File: src/rtl/stream_selector.sv
`default_nettype none
// ============================================================================
// Module   : stream_selector
// Brief    : Registered N-channel valid/ready selector, fixed or round-robin.
// Revision : 1.0 - initial release
// ============================================================================
module stream_selector #(
    parameter  int bitWidth = 4,
    parameter  int channels = 4,
    localparam int selWidth = (channels > 1) ? $clog2(channels) : 1
) (
    input  logic                         clk,
    input  logic                         rst,
    input  logic [channels*bitWidth-1:0] in_data,
    input  logic [channels-1:0]          in_valid,
    output logic [channels-1:0]          in_ready,
    input  logic                         mode,
    input  logic [selWidth-1:0]          SEL,
    output logic [bitWidth-1:0]          out_data,
    output logic [selWidth-1:0]          out_channel,
    output logic                         out_valid,
    input  logic                         out_ready
);

    logic [bitWidth-1:0] r_out_data;
    logic [selWidth-1:0] r_out_channel;
    logic                r_out_valid;
    logic [selWidth-1:0] r_ptr;

    logic                w_can_accept;
    logic                w_grant_found;
    logic [selWidth-1:0] w_grant_idx;
    logic                w_xfer;
    logic [bitWidth-1:0] w_sel_data;
    logic [selWidth-1:0] w_ptr_next;

    assign w_can_accept = !r_out_valid || out_ready;

    // Grant search. Round-robin walks ptr, ptr+1, ... modulo channels; the
    // inner loop matches on a constant index so no variable bit-select is needed.
    always_comb begin
        int idx;
        w_grant_found = 1'b0;
        w_grant_idx   = '0;
        idx           = 0;
        if (!mode) begin
            for (int i = 0; i < channels; i++) begin
                if ((SEL == selWidth'(i)) && in_valid[i]) begin
                    w_grant_found = 1'b1;
                    w_grant_idx   = selWidth'(i);
                end
            end
        end else begin
            for (int k = 0; k < channels; k++) begin
                idx = int'(r_ptr) + k;
                if (idx >= channels) begin
                    idx = idx - channels;
                end
                for (int i = 0; i < channels; i++) begin
                    if (!w_grant_found && (i == idx) && in_valid[i]) begin
                        w_grant_found = 1'b1;
                        w_grant_idx   = selWidth'(i);
                    end
                end
            end
        end
    end

    assign w_xfer = w_grant_found && w_can_accept && !rst;

    always_comb begin
        w_sel_data = '0;
        in_ready   = '0;
        for (int i = 0; i < channels; i++) begin
            if (w_grant_idx == selWidth'(i)) begin
                w_sel_data  = in_data[i*bitWidth +: bitWidth];
                in_ready[i] = w_xfer;
            end
        end
    end

    always_comb begin
        if (int'(w_grant_idx) == channels - 1) begin
            w_ptr_next = '0;
        end else begin
            w_ptr_next = w_grant_idx + selWidth'(1);
        end
    end

    always_ff @(posedge clk or posedge rst) begin
        if (rst) begin
            r_out_data    <= '0;
            r_out_channel <= '0;
            r_out_valid   <= 1'b0;
            r_ptr         <= '0;
        end else if (w_xfer) begin
            r_out_data    <= w_sel_data;
            r_out_channel <= w_grant_idx;
            r_out_valid   <= 1'b1;
            if (mode) begin
                r_ptr <= w_ptr_next;
            end
        end else if (r_out_valid && out_ready) begin
            r_out_valid <= 1'b0;
        end
    end

    assign out_data    = r_out_data;
    assign out_channel = r_out_channel;
    assign out_valid   = r_out_valid;

endmodule
`default_nettype wire

File: config.mk
export PLATFORM = sky130hd
export DESIGN_NAME = stream_selector
export DESIGN_NICKNAME = d
export VERILOG_FILES = /design/src/rtl/stream_selector.sv
export SDC_FILE = /design/constraint.sdc
export NUM_CORES = 1
export LEC_CHECK = 0
export BUFFER_PORTS_ARGS = -buffer_cell sky130_fd_sc_hd__buf_2
export CORE_MARGIN = 2
export CORE_UTILIZATION = 40
export CTS_BUF_LIST = sky130_fd_sc_hd__clkbuf_16
export CTS_CLUSTER_DIAMETER = 50
export DETAILED_ROUTE_END_ITERATION = 8
export PLACE_DENSITY = 0.81
export SYNTH_ARGS = -nofsm -noshare
export SYNTH_HDL_FRONTEND = slang
export SYNTH_SLANG_ARGS = --single-unit
File: constraint.sdc
create_clock -name clk -period 2.4 [get_ports clk]
set_input_delay 0.6 -clock clk [delete_from_list [all_inputs] [get_ports clk]]
set_output_delay 0.6 -clock clk [all_outputs]
set_load 0.02 [all_outputs]
==> summary.md <==
| Metric | Value |
|---|---|
| Largest family of logic cells by synthesized area | `compound AO/OA/AOI/OAI gates` |
| H-tree depth | `1` |
| Mux contribution to synthesized area | `17.1%` |
| Synthesized area per cell | `9.45 sq um` |
| Setup_tns | `-0.591 ns` |
| DRC viols | `0` |
| Ports | `37` |
| Worst Slack Setup Final | `-0.133 ns` |
| Total track usage | `25.6%` |
| Synth cell types | `27` |
| Clk root buf | `clkbuf_16` |
| VDD IR max | `approximately 0.00051 V` |
| Area share of and/or/nand/nor cells after synthesis | `about 16%` |
| RR Startpoint | `r_ptr[0]$_DFFE_PP0P_` |
| CTS tree | `yes` |
| Area growth syn-to-layout | `81.5%` |
| Fin. max-slew vios | `0` |
| Worst r2r dst | `out_data[1]$_DFFE_PP0P_` |
| Top sig layer | `met4` |
| WL met3 | `around 90 um` |
| Number of fillers in the final layout | `117` |
| Xor/xnor cell area share of the yosys netlist | `0%` |
| Die span in y | `47.5 um` |
| Hold Vio Cnt, Final | `0` |
| EDFF count, synth | `0` |
| Metal2 WL | `1.49 mm` |
| Vias in the first global route | `922` |
| Drt total wl | `2.47 mm` |
| Area after DPL | `1130 sq um` |
| Fmax | `395 MHz` |
| Worst-Skew Late Latency | `0.24 ns` |
| R2r setup slk | `-0.02 ns` |
| Net switching power | `0.402 mW` |
| Register area | `225 sq um` |
| Synth Register Bits | `9` |
| Final antenna-violating net count | `0` |
| Row cnt | `15` |
| CP arrival | `approximately 1.9 ns` |
| Routed len/inst | `14.9 um` |
| PortBufs | `36` |
| Synth Cell Area | `roughly 760 sq um` |
| WL met1 | `between 800 and 900 um` |
| Worst slew pin tran | `0.411 ns` |
| Via count | `roughly 860` |
| Synthesized Nets | `110` |
| Drt pass-1 iters | `4` |
| Status | `finished, violations left` |
| P per Cell Area | `811 nW/um^2` |
| R2R depth | `10` |
| Cells after Synth | `80` |
| Worst slew margin | `72.5%` |
| Total number of yosys warnings | `0` |
| Cell Int Power | `just over 0.7 mW` |
| Total CTS buffers | `3` |
| Hold Path Class | `in -> async` |
| Post-DP HPWL | `1.70 mm` |
| Startpoint Class | `input port` |
| Dominant synthesized flop cell | `dfrtp_1` |
| # diodes | `0` |
| Failing checks | `negative setup slack` |
| Leakage | `0.673 nW` |
| Total global routing overflow | `0` |
| Iter 0 DRT Violations | `5` |
| Tcrit/Tclk final | `106%` |
| Setup CP Type | `in -> out` |
| Sequential-to-total area share from yosys stat | `29.8%` |
| Worst-path fanout max | `4` |
| Total of max-cap violations | `0` |
| Initial Util | `43.3%` |
| Net Sw Frac | `36.1%` |
| Layout cells sized above 1 | `66.7%` |
| Initial antenna violation count | `0` |
| CTS Buffer Depth | `2` |
| First-pass GRT wire length | `~3.9 mm` |
| CP required | `approximately 1.8 ns` |
| Critical path endpoint category | `output port` |
| Setup violations, final | `7` |
| Full die area | `2250 sq um` |
| Logic gate share of total power | `50.3%` |
| Total number of clock tree sinks | `9` |
| Core area | `1750 sq um` |
| Die width | `around 47 um` |
| Reg clk slew, reported paths | `0.04 ns` |
| Post-synthesis adder-cell area fraction | `6.62%` |
| # hold bufs at CTS | `0` |
| Minimum clock period | `roughly 2.5 ns` |
| Post-synthesis async set-or-reset flop share | `100%` |
| Clock power share | `26.2%` |
| Multi-input logic area | `602 sq um` |
| Clk_skew | `0.000449 ns` |
| Design area | `1370 sq um` |
| Post-layout net count | `172` |
| Largest net degree at the start of global routing | `10` |
| Drt via density | `5.17` |
| Complex-gate fraction of the synthesized area | `a little under a quarter` |
| Unrepaired setup endpoints after global routing | `true` |
| Sequential share of power | `23.5%` |
| Hold Worst Slack | `0.394 ns` |
| GPL Wtd Cong | `0.776` |
power by group through the flow:
stage | clock network (mW) | registers, mW | logic (mW)
after floorplan | 0 | 0.308 | 0.252
after detailed placement | 0 | 0.255 | 0.469
final | 0.292 | 0.262 | 0.559
after global routing | 0.300 | 0.269 | 0.599
after global placement | 0 | 0.254 | 0.456
after CTS | 0.295 | 0.260 | 0.550
state kept, by name (all words and copies together) (netlist names):
name and count:
out_data 4, r_ptr 2, out_valid 1, out_channel 2
cells in the final DEF (no fill, tap or decap), drive strengths merged:
cell / n
o32ai: 1
nor3b: 1
ha: 4
o41ai: 2
mux2: 8
o211ai: 1
clkbuf: 3
a311oi: 1
nor2: 9
a22o: 1
nor3: 2
nand2: 6
o21a: 2
inv: 10
mux2i: 2
a21oi: 4
buf: 59
nor2b: 3
a221oi: 3
o31ai: 3
nand3: 1
dfrtp: 9
nand2b: 4
o21ai: 2
critical path, cell delays in order:
cell and delay (ns):
buf_6 0.10, nor2b_4 0.13, o21a_1 0.20, o41ai_4 0.35
ha_2 0.30, inv_2 0.06, nor2_4 0.07, buf_6 0.12
kinds of logic (layout without fill, tap and decap cells):
group                      after synthesis  count (layout)
AOI/OAI and AO/OA                       20              20
adders and majority gates                4               4
buffers and inverters                   11              72
DFF                                      9               9
muxes                                   10              10
and+or+nand+nor                         26              26
stage by stage:
| step | setup slack (ns) | utilization, % | power [mW] | instances |
|---|---|---|---|---|
| 2_1_floorplan | -0.0621 | - | 0.559 | 80 |
| 3_3_place_gp | -0.272 | 64.7 | 0.710 | 158 |
| 3_5_place_dp | -0.323 | 64.7 | 0.723 | 158 |
| 4_1_cts | -0.111 | 78.4 | 1.11 | 166 |
| 5_1_grt | -0.195 | 78.6 | 1.17 | 166 |
| 6_report | -0.133 | 78.6 | 1.11 | 166 |
area by class of cell:
type / instances / share of cell area [%]
clock inverter: 1 / 0.274
tap: 25 / 2.28
sequential: 9 / 16.4
inverter: 9 / 2.46
multi-input combinational: 60 / 43.9
timing repair buffer: 59 / 29.2
clock buffer: 3 / 5.47
synth_stat cells (2+ instances only):
library cell / instances / share of area, %
a21oi_1: 4 / 2.6
a221oi_1: 3 / 3.5
dfrtp_1: 9 / 30
ha_1: 4 / 6.6
inv_1: 9 / 4.5
mux2_2: 3 / 4.5
mux2_4: 5 / 9.9
mux2i_1: 2 / 2.6
nand2_1: 6 / 3.0
nand2b_1: 4 / 3.3
nor2_1: 9 / 4.5
nor2b_1: 3 / 2.5
nor3_1: 2 / 1.3
o21a_1: 2 / 2.0
o31ai_1: 3 / 3.0
worst max path at each step:
| stage | startpoint | endpoint | slack (ns) | cells past startpoint |
|---|---|---|---|---|
| after floorplan | in_valid[2] | in_ready[3] | -0.06 | 7 |
| after global placement | in_valid[2] | in_ready[2] | -0.27 | 9 |
| after detailed placement | in_valid[0] | out_data[1]$_DFFE_PP0P_ | -0.32 | 10 |
| after CTS | in_valid[0] | in_ready[1] | -0.11 | 8 |
| after global routing | in_valid[2] | in_ready[1] | -0.20 | 8 |
| final | in_valid[2] | in_ready[3] | -0.13 | 8 |
what timing repair did:
item,4_1_cts,5_1_grt
endpoints found under the setup margin,8,8
pin swaps,10,0
cloned,0,0
setup buffers,4,0
gates resized for setup,32,1
per-layer routing:
| layer | vias to the layer above | GRT usage (%) |
|---|---|---|
| li1 | 407 | - |
| met1 | 415 | 22.4 |
| met2 | 31 | 54.9 |
| met3 | 5 | 2.26 |
| met4 | 0 | 13.3 |
| met5 | - | 0 |
(Power assumes the default switching activity.)
